<file path="src/rtl/frame_generator_pkg.sv">
// Shared definitions for the AXIS frame generator: FSM encoding, frame-length floor
// and the bit positions of the two counters packed into the result word.
package frame_generator_pkg;

    typedef enum logic [1:0] {
        ST_IDLE = 2'd0,
        ST_SEND = 2'd1,
        ST_GAP  = 2'd2
    } state_t;

    localparam int MIN_FRAME_LEN      = 16;
    localparam int RESULT_FIELD_WIDTH = 64;
    localparam int RESULT_BYTES_LSB   = 0;
    localparam int RESULT_FRAMES_LSB  = 64;

    // Byte enables for the final beat of a frame of len bytes.
    function automatic logic [7:0] last_keep(input logic [15:0] len);
        if (len[2:0] == 3'd0) begin
            return 8'hFF;
        end
        return (8'h01 << len[2:0]) - 8'h01;
    endfunction

endpackage

</file>
<file path="src/rtl/frame_generator.sv">
// AXIS test-frame source: emits runs of fixed-length frames (header, seq/timestamp,
// seq/beat-index payload) with a programmable inter-frame gap and running totals.
module frame_generator
    import frame_generator_pkg::*;
#(
    parameter int DATA_WIDTH = 64,
    parameter int ID_WIDTH   = 3
) (
    input  logic                    clk,
    input  logic                    rst,
    output logic                    ready,
    input  logic                    start,
    input  logic                    stop,
    output logic [127:0]            result,
    input  logic [15:0]             cfg_frame_len,
    input  logic [31:0]             cfg_count,
    input  logic [15:0]             cfg_gap,
    input  logic [63:0]             cfg_header,
    input  logic [ID_WIDTH-1:0]     cfg_id,
    output logic [DATA_WIDTH-1:0]   axis_m_data,
    output logic [DATA_WIDTH/8-1:0] axis_m_keep,
    output logic                    axis_m_last,
    output logic [DATA_WIDTH/8-1:0] axis_m_user,
    output logic [ID_WIDTH-1:0]     axis_m_id,
    output logic                    axis_m_valid,
    input  logic                    axis_m_ready
);

    state_t state_reg, state_next;

    logic [15:0]         len_reg;
    logic [31:0]         count_reg;
    logic [15:0]         gap_reg;
    logic [63:0]         header_reg;
    logic [ID_WIDTH-1:0] id_reg;
    logic [15:0]         last_beat_reg;
    logic [15:0]         beat_reg;
    logic [15:0]         gap_cnt_reg;
    logic [31:0]         seq_reg;
    logic [31:0]         ts_reg;
    logic [31:0]         ts_cap_reg;
    logic [63:0]         frames_reg;
    logic [63:0]         bytes_reg;
    logic                stop_pend_reg;

    logic [15:0] len_eff;
    logic [16:0] beats_eff;
    logic        is_send;
    logic        is_last_beat;
    logic        handshake;
    logic        last_hs;
    logic        count_done;
    logic        stop_now;
    logic [63:0] frames_inc;

    assign len_eff      = (cfg_frame_len < 16'(MIN_FRAME_LEN)) ? 16'(MIN_FRAME_LEN) : cfg_frame_len;
    assign beats_eff    = ({1'b0, len_eff} + 17'd7) >> 3;
    assign is_send      = (state_reg == ST_SEND);
    assign is_last_beat = (beat_reg == last_beat_reg);
    assign handshake    = is_send && axis_m_ready;
    assign last_hs      = handshake && is_last_beat;
    assign frames_inc   = frames_reg + 64'd1;
    assign count_done   = (count_reg != 32'd0) && (frames_inc == {32'd0, count_reg});
    // A stop arriving in the very cycle of the last handshake still ends the run.
    assign stop_now     = stop_pend_reg || stop;

    always_ff @(posedge clk) begin
        if (rst) begin
            state_reg <= ST_IDLE;
        end else begin
            state_reg <= state_next;
        end
    end

    always_comb begin
        state_next = state_reg;
        case (state_reg)
            ST_IDLE: begin
                if (start) begin
                    state_next = ST_SEND;
                end
            end
            ST_SEND: begin
                if (last_hs) begin
                    if (stop_now || count_done) begin
                        state_next = ST_IDLE;
                    end else if (gap_reg != 16'd0) begin
                        state_next = ST_GAP;
                    end else begin
                        state_next = ST_SEND;
                    end
                end
            end
            ST_GAP: begin
                if (stop) begin
                    state_next = ST_IDLE;
                end else if (gap_cnt_reg == 16'd0) begin
                    state_next = ST_SEND;
                end
            end
            default: state_next = ST_IDLE;
        endcase
    end

    always_ff @(posedge clk) begin
        if (rst) begin
            len_reg       <= '0;
            count_reg     <= '0;
            gap_reg       <= '0;
            header_reg    <= '0;
            id_reg        <= '0;
            last_beat_reg <= '0;
            beat_reg      <= '0;
            gap_cnt_reg   <= '0;
            seq_reg       <= '0;
            ts_reg        <= '0;
            ts_cap_reg    <= '0;
            frames_reg    <= '0;
            bytes_reg     <= '0;
            stop_pend_reg <= 1'b0;
        end else begin
            ts_reg <= ts_reg + 32'd1;
            case (state_reg)
                ST_IDLE: begin
                    if (start) begin
                        len_reg       <= len_eff;
                        count_reg     <= cfg_count;
                        gap_reg       <= cfg_gap;
                        header_reg    <= cfg_header;
                        id_reg        <= cfg_id;
                        last_beat_reg <= 16'(beats_eff - 17'd1);
                        beat_reg      <= '0;
                        seq_reg       <= '0;
                        ts_reg        <= '0;
                        ts_cap_reg    <= '0;
                        frames_reg    <= '0;
                        bytes_reg     <= '0;
                        stop_pend_reg <= stop;
                    end
                end
                ST_SEND: begin
                    if (stop) begin
                        stop_pend_reg <= 1'b1;
                    end
                    if (last_hs) begin
                        beat_reg   <= '0;
                        frames_reg <= frames_inc;
                        bytes_reg  <= bytes_reg + {48'd0, len_reg};
                        seq_reg    <= seq_reg + 32'd1;
                        gap_cnt_reg <= gap_reg - 16'd1;
                        // Timestamp is the run-counter value in the cycle the next beat 0 appears.
                        ts_cap_reg <= ts_reg + 32'd1;
                    end else if (handshake) begin
                        beat_reg <= beat_reg + 16'd1;
                    end
                end
                ST_GAP: begin
                    gap_cnt_reg <= gap_cnt_reg - 16'd1;
                    ts_cap_reg  <= ts_reg + 32'd1;
                end
                default: ;
            endcase
        end
    end

    always_comb begin
        axis_m_data  = '0;
        axis_m_keep  = '0;
        axis_m_last  = 1'b0;
        axis_m_id    = '0;
        axis_m_valid = is_send;
        if (is_send) begin
            axis_m_id   = id_reg;
            axis_m_last = is_last_beat;
            axis_m_keep = is_last_beat ? last_keep(len_reg) : 8'hFF;
            if (beat_reg == 16'd0) begin
                axis_m_data = header_reg;
            end else if (beat_reg == 16'd1) begin
                axis_m_data = {seq_reg, ts_cap_reg};
            end else begin
                axis_m_data = {seq_reg, 16'd0, beat_reg};
            end
        end
    end

    assign axis_m_user = '0;
    assign ready       = (state_reg == ST_IDLE);
    assign result      = {frames_reg, bytes_reg};

endmodule

</file>
<file path="config.mk">
export PLATFORM = sky130hd
export DESIGN_NAME = frame_generator
export DESIGN_NICKNAME = d
export VERILOG_FILES = /design/src/rtl/frame_generator_pkg.sv /design/src/rtl/frame_generator.sv
export SDC_FILE = /design/constraint.sdc
export NUM_CORES = 1
export LEC_CHECK = 0
export CAP_MARGIN = 20
export CORE_UTILIZATION = 30
export CTS_BUF_LIST = sky130_fd_sc_hd__clkbuf_16
export DETAILED_ROUTE_END_ITERATION = 10
export PLACE_DENSITY = 0.52
export SYNTH_ARGS = -nofsm -noshare
export SYNTH_HDL_FRONTEND = slang
export SYNTH_SLANG_ARGS = --single-unit
</file>
<file path="constraint.sdc">
create_clock -name clk -period 4.5 [get_ports clk]
set_input_delay 0.45 -clock clk [delete_from_list [all_inputs] [get_ports clk]]
set_output_delay 0.45 -clock clk [all_outputs]
set_load 0.1 [all_outputs]
</file>
==> metrics, run 1 <==
status=finished, final reports clean; final-report hold violation count=0; Crit Path Class=reg -> reg; worst r2r dst=state_reg[0]; Vias per Instance=5.21; Worst setup startpoint=frames_reg[0]; RD Place Congestion=0.927; Max Cap Viol=0; std cell rows=97; Port Buf Inserts=341; First DRT Iteration DRCs=1526; CTS tree=built; I/O pin count=350; Clk pin slew, worst setup/hold paths=about 60 ps; actual slew at the worst max-slew pin=~1200 ps; top cells by count, synth=512 x nand2_1, 405 x dfxtp_1, 343 x a21oi_1, 324 x nor2_1, 163 x clkbuf_1; Tmin final=between 4000 and 5000 ps; Longest Clk Path Bufs=3; Die ar.=between 70000 and 80000 µm²; Worst path max stage delay=670 ps; Sw Ratio=0.413; cell area power density=456 nW/µm²; Setup crit end kind=flop; share of the synthesized area in the top cell type=0.380; detailed-route via count=21300; Pint=~7.2 mW; Wirelength per Cell=19.2 µm; clock group share of total power=0.327; crit start category=flop; Placeable Area=70100 µm²; Max Fclk=240 MHz; root buffer cell=clkbuf_16; postcts setup bufs=0; largest cells by area after synthesis=dfxtp_1 38%, nand2_1 9.0%, a21oi_1 8.1%; setup violators final=0; initial antenna violation count=10; reg-to-reg slack, setup=330 ps; Starting Density=0.304; R2R cell count=11; power share of the combinational group=0.343; type of the worst min-delay path=in -> reg; Seq/Total Area, Yosys=0.380; most instantiated library cell after synthesis=nand2_1; overflow left after global routing=0; Final Net Count=3269; residual DRC count=0; Synth cell types=77; WP data arrival=4630 ps; Die W=approximately 270 µm; Post-Syn Area=about 21000 µm²; Required @ worst endpoint=4970 ps; Routed WL=around 80000 µm; Peak VDD IR=approximately 0.43 mV; NetSw=5.07 mW; Final Power=12.3 mW; RSZ-0062 raised after global routing=no; Final Worst Setup Slack=332 ps; Avg Inst Size Synth=7.45 µm²; crit-path max FO=9; Sinks on Clock Net=405; fin util=0.385; Async S/R FF share, synth=0; share of cells above drive strength 1=0.0776; Die Height=269 µm; YS warnings=0; Critical Path Slowest Stage Cell=or4_4; Syn Inst Count=between 2000 and 3000; H-tree levels=2; clk_skew=20.0 ps; Place WS=between 70 and 80 ps; EDFF count, synth=0; Clock Latency Late Sink=around 590 ps; P_leak=9.50 nW; Synth area leader=dfxtp_1; largest net degree at the start of global routing=97; drt pass-1 iters=6; first-pass GRT wire length=120000 µm; slew margin rel.=0.201; Yosys reg bits=405; area grow syn2layout=26.6%; crit-path cells=ha_1 -> nand3_1 -> or4_4 -> nor4_4 -> nand2b_1 -> nor4_1 -> xor2_1 -> or4b_1 -> nor4_4 -> buf_4 -> o41ai_1; Critical Path Sink=state_reg[0]; antenna-violating nets left=0; commonest register cell after synthesis=dfxtp_1; Period Utilization, post-route=0.926; origin of the critical flop-to-flop path=frames_reg[0]; HPWL after DPL=around 57000 µm; Most common cell on crit path=nor4_4; All-Layer GR Usage=0.212; Reg power frac=0.330; CTS Buf Count=50; vias in the first global route=20200; Final Max Tran Viols=0
-- layer usage --
metal / up-vias / wire length [µm] / global-route usage
li1: 10400 / - / -
met3: 129 / 5730 / 0.0489
met1: 10100 / 34900 / 0.280
met2: 657 / 35700 / 0.344
met5: - / 110 / 0
met4: 18 / 2010 / 0.0608
-- layout by cell type, fill, tap and decap left out, types with 11 or more instances in the layout --
cell type / n
nand2_1: 510
dfxtp_1: 405
a21oi_1: 342
nor2_1: 323
clkdlybuf4s50_1: 268
buf_4: 118
xnor2_1: 116
xor2_1: 104
nand3_1: 102
o21ai_0: 91
nor3_1: 85
nand4_1: 60
clkbuf_16: 50
nor4_1: 44
or3_1: 43
inv_1: 43
and3_1: 37
a22oi_1: 36
ha_1: 26
and2_1: 24
nand3b_1: 21
mux2i_1: 20
a31oi_1: 17
nor2b_1: 17
or4_1: 16
or2_2: 15
and4_1: 14
nor3b_1: 11
a21o_1: 11
-- worst min-delay path by stage --
| stage | slack, ps | cells after the start | end | from |
|---|---|---|---|---|
| after global routing | 370 | 2 | ts_cap_reg[26] | rst |
| after detailed placement | 450 | 2 | header_reg[27] | header_reg[27] |
| after global placement | 440 | 2 | header_reg[40] | header_reg[40] |
| after CTS | 350 | 2 | ts_cap_reg[24] | rst |
| final | 370 | 2 | ts_cap_reg[25] | rst |
| after floorplan | 430 | 2 | ts_cap_reg[1] | ts_cap_reg[1] |
-- power by group through the flow --
stage	combinational, mW	sequential (mW)	clock, mW
6_report	4.21	4.06	4.02
3_3_place_gp	4.19	4.13	0
5_1_grt	4.54	4.10	4.28
3_5_place_dp	4.22	4.14	0
4_1_cts	4.24	4.06	4.13
2_1_floorplan	2.91	4.14	0
-- cell families after synthesis --
family	after synthesis	share of synthesized area
adders and majority gates	29	0.0174
AOI/OAI and AO/OA	582	0.155
and+or+nand+nor	1369	0.303
other	1	0.000176
xor gates and xnor gates	220	0.0904
buffers and inverters	233	0.0434
DFF	405	0.380
muxes	21	0.00992
-- what timing repair did --
action / in CTS / in global routing
hold buffers: 0 / 0
gates resized for setup: 0 / 4
endpoints found under the setup margin: 0 / 2
-- metrics by stage --
step	cells	cell area [µm²]	hold WS (ps)	TNS, ps
finish	4088	27000	369	0
global route	4086	27000	374	0
CTS	4086	27000	349	0
detailed placement	3992	25300	447	0
global placement	3992	25300	444	0
floorplan	2867	21300	432	-336
-- worst max-delay path, delay by kind of cell (launching register included) --
| family | cells | cell delay (ps) |
|---|---|---|
| AND/OR/NAND/NOR | 7 | 2900 |
| flip-flops | 1 | 440 |
| adder cells (fa/ha/maj) | 1 | 310 |
| buffers and inverters | 1 | 180 |
| XOR/XNOR | 1 | 130 |
| AO/OA/AOI/OAI | 1 | 60 |
-- final cells by class --
class / instances / area [µm²]
Sequential cell: 405 / 8110
Antenna cell: 2 / 5.00
Timing Repair Buffer: 387 / 3580
Inverter: 31 / 118
Clock buffer: 50 / 1250
Fill cell: 7330 / 43200
Multi-Input combinational cell: 2229 / 12400
Tap cell: 940 / 1180
Clock inverter: 44 / 370
No activity file was read; power rests on OpenSTA's default activity.
==> inputs of run 2 (changes only) <==
SETUP_SLACK_MARGIN = 0.5   (was not set)
clock period = 5.4 ns   (was 4.5 ns; I/O delays follow)
==> run 2 against run 1 <==
Effect of this change:
- clock skew up 21 ps
- flip-flop and latch count unchanged
- via count down 0.30%
- design area down 0.49%
- worst setup slack better by 570 ps
- cell count down 0.61%
- largest power group unchanged
- critical path depth down 4
- clock power down 22%
- worst hold slack better by 84 ps
- first-iteration DRC count down 23%
==> metrics, run 2 (same netlist as run 1, synthesis figures left out) <==
setup TNS=0 ps (unchanged); status=finished, final reports clean (unchanged); origin of the critical flop-to-flop path=frames_reg[0] (unchanged); Longest Clk Path Bufs=3 (unchanged); Vias per Instance=5.22 (was 5.21); postcts setup bufs=0 (unchanged); final-report hold violation count=0 (unchanged); placed cell count=3973 (was 3992); Worst Path Buf+Inv=2 (was 1); commonest non-fill, non-tap cell in the layout=nand2_1 (unchanged); crit start category=flop (unchanged); residual DRC count=0 (unchanged); std cell rows=97 (unchanged); Required @ worst endpoint=4860 ps (was 4970 ps); Tmin final=between 4000 and 5000 ps; type of the worst min-delay path=reg -> reg (was in -> reg); Die ar.=72100 µm² (unchanged); cell area power density=374 nW/µm² (was 456 nW/µm²); reg-to-reg slack, setup=1070 ps (was 330 ps); post-route design area=26900 µm² (was 27000 µm²); First DRT Iteration DRCs=1175 (was 1526); HPWL after DPL=56400 µm (was 56500 µm); Max Fclk=222 MHz; Clk pin slew, worst setup/hold paths=60 ps (about the same); RSZ-0062 raised after global routing=no (unchanged); Period Utilization, post-route=0.832; Die Height=269 µm (unchanged); Placeable Area=70100 µm² (unchanged); CTS tree=built (unchanged); Critical Path Sink=axis_m_data[40] (was state_reg[0]); Worst setup startpoint=beat_reg[7] (was frames_reg[0]); share of cells above drive strength 1=0.0538 (was 0.0776); Max Cap Viol=0 (unchanged); R2R cell count=10 (was 11); worst r2r dst=state_reg[0] (unchanged); detailed-route via count=21200 (was 21300); crit-path max FO=33 (was 9); I/O pin count=350 (unchanged); Starting Density=0.304 (unchanged); slew margin rel.=0.188 (was 0.201); overflow left after global routing=0 (unchanged); fin util=0.383 (was 0.385); CTS Buf Count=49 (was 50); first-pass GRT wire length=121000 µm (was 120000 µm); Wirelength per Cell=19.5 µm (was 19.2 µm); initial antenna violation count=12 (was 10); clk_skew=40.6 ps (was 20.0 ps); CP top delay family=buffers and inverters (was simple AND/OR/NAND/NOR gates); Critical Path Slowest Stage Cell=clkdlybuf4s50_1 (was or4_4); Die W=269 µm (unchanged); vias in the first global route=20400 (was 20200); Port Buf Inserts=341 (unchanged); Routed WL=79300 µm (was 78400 µm); filler cell count=7453 (was 7330); setup violators final=0 (unchanged); crit-path cells=nor4_1 -> and3_1 -> nand3_2 -> buf_4 -> nand2_1 -> a21oi_1 -> clkdlybuf4s50_1 (was ha_1 -> nand3_1 -> or4_4 -> nor4_4 -> nand2b_1 -> nor4_1 -> xor2_1 -> or4b_1 -> nor4_4 -> buf_4 -> o41ai_1); area grow syn2layout=26.0% (was 26.6%); Crit Path Class=reg -> out (was reg -> reg); Clock Latency Late Sink=620 ps (was 590 ps); largest net degree at the start of global routing=174 (was 97); Final Net Count=3250 (was 3269); All-Layer GR Usage=0.215 (was 0.212); Peak VDD IR=0.458 mV (was 0.432 mV); Sinks on Clock Net=405 (unchanged); root buffer cell=clkbuf_16 (unchanged); Crit. path cell count=7 (was 11); post-route insts no fill=4063 (was 4088); H-tree levels=2 (unchanged); Final Max Tran Viols=0 (unchanged); drt pass-1 iters=5 (was 6); placed inst area=25300 µm² (about the same); antenna-violating nets left=0 (unchanged); Worst path max stage delay=1200 ps (was 670 ps); WP data arrival=3950 ps (was 4630 ps); RD Place Congestion=0.903 (was 0.927); Setup crit end kind=output pin (was flop); actual slew at the worst max-slew pin=1210 ps (was 1190 ps); commonest cells after routing, fill and taps aside=510 x nand2_1, 405 x dfxtp_1, 343 x a21oi_1 (was 510 x nand2_1, 405 x dfxtp_1, 342 x a21oi_1); P_leak=9.22 nW (was 9.50 nW)
==> run 2: worst min-delay path by stage <==
stage          slack, ps            from              to  cells past startpoint
6_report             450  header_reg[15]  header_reg[15]                      2
5_1_grt              460      cfg_gap[7]      gap_reg[7]                      3
4_1_cts              440  cfg_header[16]  header_reg[16]                      3
3_5_place_dp         450   header_reg[3]   header_reg[3]                      2
3_3_place_gp         440       id_reg[1]       id_reg[1]                      2
2_1_floorplan        430   ts_cap_reg[1]   ts_cap_reg[1]                      2
==> run 2: power breakdown <==
part	internal, mW	leakage [nW]	total (mW)	switching (mW)
combinational	0.863	5.17	3.51	2.65
clock	1.74	0.768	3.13	1.39
sequential	3.19	3.29	3.39	0.201
==> run 2: final cells by class <==
type / instances / area, µm² / area share
antenna: 1 / 2.50 / 0.0000932
clock buffer: 49 / 1230 / 0.0457
clock inverter: 39 / 265 / 0.00988
inverter: 31 / 121 / 0.00452
multi-input combinational: 2229 / 12400 / 0.460
sequential: 405 / 8110 / 0.302
tap: 940 / 1180 / 0.0438
timing repair buffer: 369 / 3600 / 0.134
==> run 2: through the flow <==
step / power (mW) / setup WS, ps / hold WS [ps]
finish: 10.0 / 905 / 453
detailed placement: 6.97 / 835 / 446
global placement: 6.94 / 918 / 440
floorplan: 5.87 / 642 / 432
global route: 10.6 / 671 / 458
CTS: 10.2 / 824 / 440
==> run 2: layer usage <==
layer	part of all wire	global-route usage	wire [µm]	up-vias
met1	0.44	0.279	35000	10200
met4	0.015	0.0468	1200	22
met2	0.47	0.361	37600	562
li1	-	-	-	10300
met3	0.068	0.0501	5360	98
met5	0.0017	0	132	-
==> run 2: tightest hold or removal path: cells and delay by family (launching register included) <==
kind | cells | cell delay, ps
AO/OA/AOI/OAI | 1 | 50
AND/OR/NAND/NOR | 1 | 50
flip-flops | 1 | 300
==> run 2: repair_timing <==
action,in CTS,in global routing
endpoints found under the setup margin,1,2
gates resized for setup,1,2
hold buffers,0,0
==> patch 1, RTL diff (flow settings as in run 1) <==
`ID_WIDTH`: 3 -> 6.
--- a/src/rtl/frame_generator.sv
+++ b/src/rtl/frame_generator.sv
@@ -4,7 +4,7 @@
     import frame_generator_pkg::*;
 #(
     parameter int DATA_WIDTH = 64,
-    parameter int ID_WIDTH   = 3
+    parameter int ID_WIDTH   = 6
 ) (
     input  logic                    clk,
     input  logic                    rst,
Ports: changed (resized axis_m_id and cfg_id); port bits go from 350 to 356. The function was not compared with the original's and may differ.
==> patch 1 against run 1 <==
- worst setup slack better by 190 ps
- sequential power is 1% higher
- synthesized area is 0.63% higher
- critical path depth is 1 lower
- first-iteration DRC count is 13% lower
- power is 0.56% higher
- hold slack worse by 100 ps
- maximum frequency is 4.8% higher
- wire length is 4.3% lower
- final area is 0.16% higher
- die area is 0.63% higher
- sequential cell count is 3 higher
==> patch 1: results (changes against run 1) <==
critical-path-slowest-cell: "sky130_fd_sc_hd__o41ai_2"
routedLengthMet1_mm: 33.1  # -5.2%
fin_worst_skew_ps: 33.7  # +13.7 ps
placement_cell_area_sq_mm: 0.0254  # +0.36%
dp_hpwl_mm: 53.1  # -6.1%
run_status: "finished clean"
initialDrtViolationCount: 1329  # -13%
clock_latency_ps: 620  # +30 ps
routed_wirelength_mm: 75.1  # -4.3%
synth-compound-area-share_pct: 16.0  # +0.47 points
irDropWorstVdd_mv: 0.345  # -20%
transition_at_the_pin_with_the_smallest_max_transition_slack_ps: 1100  # -92.1 ps
grt_first_pass_wirelength_mm: 118  # -1.6%
detailed_route_vias_per_instance: 5.22  # +0.19%
crit_path_max_incr_delay_ps: 630  # -40 ps
vias: 21200  # -0.28%
hold_end: "ts_cap_reg[3]$_SDFFE_PP0P_"
placed_cells: 3980  # -0.30%
seq_area_frac_synth_pct: 38.1  # +0.040 points
synthTopCellsByCount: "517 x sky130_fd_sc_hd__nand2_1, 408 x sky130_fd_sc_hd__dfxtp_1, 352 x sky130_fd_sc_hd__a21oi_1"
syn-instance-count: 2868  # +0.28%
final_layout_size_suffix_gt1_share_pct: 6.81  # -0.94 points
routabilityCongestion: 0.895  # -3.4%
dr_wl_met2_mm: 36.2  # +1.2%
yosys.area_share.adder_pct: 1.77  # +0.036 points
synth.area.top_cells: "sky130_fd_sc_hd__dfxtp_1 38%, sky130_fd_sc_hd__nand2_1 9.0%, sky130_fd_sc_hd__a21oi_1 8.2%"
ys_types: 76  # -1.3%
worst_reg_to_reg_cells: 10  # -1
patch 1: changes by cell type after synthesis, moves of 8 or more:
cell | before | now
sky130_fd_sc_hd__a21oi_1 | 343 | 352
sky130_fd_sc_hd__and4_1 | 14 | 22
sky130_fd_sc_hd__buf_1 | 17 | 7
sky130_fd_sc_hd__clkbuf_1 | 163 | 174
sky130_fd_sc_hd__inv_1 | 30 | 39
sky130_fd_sc_hd__nand3_1 | 103 | 91
sky130_fd_sc_hd__nand4_1 | 60 | 73
sky130_fd_sc_hd__nor2_1 | 324 | 304
sky130_fd_sc_hd__o21ai_0 | 91 | 101
sky130_fd_sc_hd__or3_1 | 44 | 53
sky130_fd_sc_hd__xor2_1 | 104 | 95
patch 1: worst max-delay path by stage:
stage / endpoint / slack [ps] / cells after the start
detailed placement: state_reg[0]$_SDFFE_PP0P_ / 560 / 10
global placement: last_beat_reg[12]$_SDFFE_PP0P_ / 640 / 12
finish: state_reg[0]$_SDFFE_PP0P_ / 520 / 10
floorplan: axis_m_data[0] / -340 / 7
global route: state_reg[0]$_SDFFE_PP0P_ / 210 / 9
CTS: state_reg[0]$_SDFFE_PP0P_ / 560 / 10
patch 1: cell type report:
type	count	area, sq um
Fill cell	7333	43400
Multi-Input combinational cell	2222	12400
Sequential cell	408	8170
Timing Repair Buffer	372	3590
Clock buffer	50	1250
Tap cell	940	1180
Clock inverter	36	333
Inverter	39	149
Antenna cell	2	5.00
patch 1: layer usage:
metal  up-vias  global-route usage, %
met2       516                   34.1
met1     10200                   25.7
met5         -                      0
li1      10400                      -
met4         8                   5.62
met3       109                   3.46
patch 1: cell families (layout without fill, tap and decap cells):
group	Yosys count	count (layout)
and+or+nand+nor	1351	1351
AOI/OAI and AO/OA	598	598
DFF	408	408
buffers and inverters	245	497
xor gates and xnor gates	214	214
adders and majority gates	30	30
muxes	21	21
other	1	10
patch 1: metrics by stage:
step | hold slack (ps) | setup TNS (ps)
detailed placement | 434 | 0
global placement | 434 | 0
finish | 264 | 0
global route | 308 | 0
CTS | 266 | 0
floorplan | 420 | -683
patch 1: power by group through the flow:
stage | sequential [W] | clock (W) | combinational [W]
floorplan | 0.00417 | 0 | 0.00302
global placement | 0.00417 | 0 | 0.00431
detailed placement | 0.00418 | 0 | 0.00433
CTS | 0.00410 | 0.00407 | 0.00434
global route | 0.00413 | 0.00421 | 0.00466
finish | 0.00410 | 0.00394 | 0.00432
patch 1: worst max-delay path: cells and delay by family (launching register included):
kind / cells / cell delay [ps]
and+or+nand+nor: 5 / 1940
AOI/OAI and AO/OA: 4 / 1170
DFF: 1 / 440
adders and majority gates: 1 / 280
==> patch 2, RTL diff (settings of run 1) <==
Without the edit above. Make the reset (`rst`) asynchronous in 2 clocked blocks.
--- a/src/rtl/frame_generator.sv
+++ b/src/rtl/frame_generator.sv
@@ -64,7 +64,7 @@
     // A stop arriving in the very cycle of the last handshake still ends the run.
     assign stop_now     = stop_pend_reg || stop;
 
-    always_ff @(posedge clk) begin
+    always_ff @(posedge clk or posedge rst) begin
         if (rst) begin
             state_reg <= ST_IDLE;
         end else begin
@@ -102,7 +102,7 @@
         endcase
     end
 
-    always_ff @(posedge clk) begin
+    always_ff @(posedge clk or posedge rst) begin
         if (rst) begin
             len_reg       <= '0;
             count_reg     <= '0;
Check against the original RTL: differs if rst is asserted again (counterexample within 4 cycles, from zero or initial values and one cycle with rst high); with rst held inactive, the same outputs for 4 cycles.
==> patch 2 against run 1 <==
- synthesized area increased by 6.6%
- sequential cell count unchanged
- wire length fell by 0.94%
- worst setup slack improved by 2.2 ps
- critical endpoint is now axis_m_data[40]
- count of clock-buffer cells in the layout increased by 1
- die area grew 6.6%
- final area up 6.3%
Power is not compared: it rests on default switching activity, and its combinational part moved more than twofold at a synthesized area within 25%.
==> patch 2: results (changes against run 1) <==
dr.pass1.iters: 5  # -1
final_cells: 4028  # -1.5%
synth_warnings: 0  # unchanged
area_share_clock_buf_inv_pct: 5.68  # -0.33 points
routed_wirelength_mm: 77.7  # -0.94%
multi_input_area_share_pct: 41.2  # -4.6 points
grt_max_degree: 106  # +9.3%
dr_wl_met2_mm: 37.0  # +3.5%
non_clock_buffers_area_share_pct: 13.0  # -0.23 points
placement.setup.worst_slack_ps: 531  # +453 ps
grt_first_pass_wirelength_mm: 122  # +2.3%
n_tap_cell: 969  # +3.1%
leakage_nw: 12.4
async_flop_share_pct: 100  # +100 points
synthXorXnorAreaFrac_pct: 8.21  # -0.83 points
routedLengthMet1_mm: 34.5  # -0.97%
critical-path-top-delay-family: "simple AND/OR/NAND/NOR gates"
synthTopCellsByCount: "707 x sky130_fd_sc_hd__nand2_1, 405 x sky130_fd_sc_hd__dfrtp_1, 233 x sky130_fd_sc_hd__nor2_1"
gr-usage-met3_pct: 4.00  # -0.89 points
detailed_route_vias_per_instance: 5.16  # -0.91%
yosys.area_share.adder_pct: 1.63  # -0.11 points
seq_area_frac_synth_pct: 44.6  # +6.6 points
nNetsFinal: 3184  # -2.6%
buffers: 375  # -3.1%
routabilityCongestion: 0.898  # -3.1%
final_layout_size_suffix_gt1_share_pct: 6.93  # -0.82 points
worst-path-max-fanout: 39  # +30
num-multi-input-gates: 2152  # -3.5%
synthFlopType: "sky130_fd_sc_hd__dfrtp_1"
clockRootBuffer: "sky130_fd_sc_hd__clkbuf_16"
critical-path-slowest-cell: "sky130_fd_sc_hd__and3_2"
run_status: "finished clean"
clockPowerShare_pct: 21.4
globalRouteMet2Util_pct: 33.2  # -1.2 points
seq_area_sq_mm: 0.0101  # +25%
synth.area.top_cells: "sky130_fd_sc_hd__dfrtp_1 45%, sky130_fd_sc_hd__nand2_1 12%, sky130_fd_sc_hd__xor2_1 4.3%"
layout.clock_buffers: 51  # +2.0%
routed-wl-met3_mm: 4.35  # -24%
grt_util_all_layers_pct: 20.0  # -1.2 points
crit_path_max_incr_delay_ps: 810  # +140 ps
seq-cell-share_pct: 35.3  # +5.3 points
transition_at_the_pin_with_the_smallest_max_transition_slack_ps: 1160  # -37.7 ps
timing.critical_path.arrival_ps: 3720  # -910 ps
synth-compound-area-share_pct: 13.0  # -2.5 points
globalRouteMet1Util_pct: 26.4  # -1.6 points
clock_latency_ps: 610  # +20 ps
initialDrtViolationCount: 1436  # -5.9%
antenna_found_initial: 13  # +3
placement_cell_area_sq_mm: 0.0270  # +6.8%
muxShareOfSynthArea_pct: 1.12  # +0.13 points
cts_sinks: 405  # unchanged
dp_hpwl_mm: 56.4  # -0.14%
syn-instance-count: 2762  # -3.4%
worst_setup_hold_path_clk_slew_ps: 60  # about the same
ys_types: 67  # -13%
n_fill_cell: 7506  # +2.4%
inverters_excl_clock: 35  # +13%
sequentialPowerShare_pct: 27.9
placed_cells: 3935  # -1.4%
fin_worst_skew_ps: 32.8  # +12.8 ps
patch 2: changes by cell type in the layout (fill, tap and decap cells not counted), sizes merged, moves of 20 or more:
cell   change
a21oi    -204
nand2    +195
o31ai     +48
nor2      -91
o21ai     +75
a22oi     -20
nor3      -40
dfrtp    +405
dfxtp    -405
patch 2: final timing paths:
| path | depth (start not counted) | startpoint | end | slack, ps |
|---|---|---|---|---|
| worst max register to register | 10 | frames_reg[35]$_DFFE_PP0P_ | state_reg[0]$_DFFE_PP0P_ | 430 |
| worst max-delay path | 7 | beat_reg[4]$_DFFE_PP0P_ | axis_m_data[40] | 330 |
| max in group asynchronous | 3 | rst | bytes_reg[63]$_DFFE_PP0P_ | 3000 |
| worst min register to register | 2 | header_reg[12]$_DFFE_PP0P_ | header_reg[12]$_DFFE_PP0P_ | 470 |
| worst min-delay path | 3 | cfg_count[12] | count_reg[12]$_DFFE_PP0P_ | 370 |
| min in group asynchronous | 2 | rst | last_beat_reg[8]$_DFFE_PP0P_ | 380 |
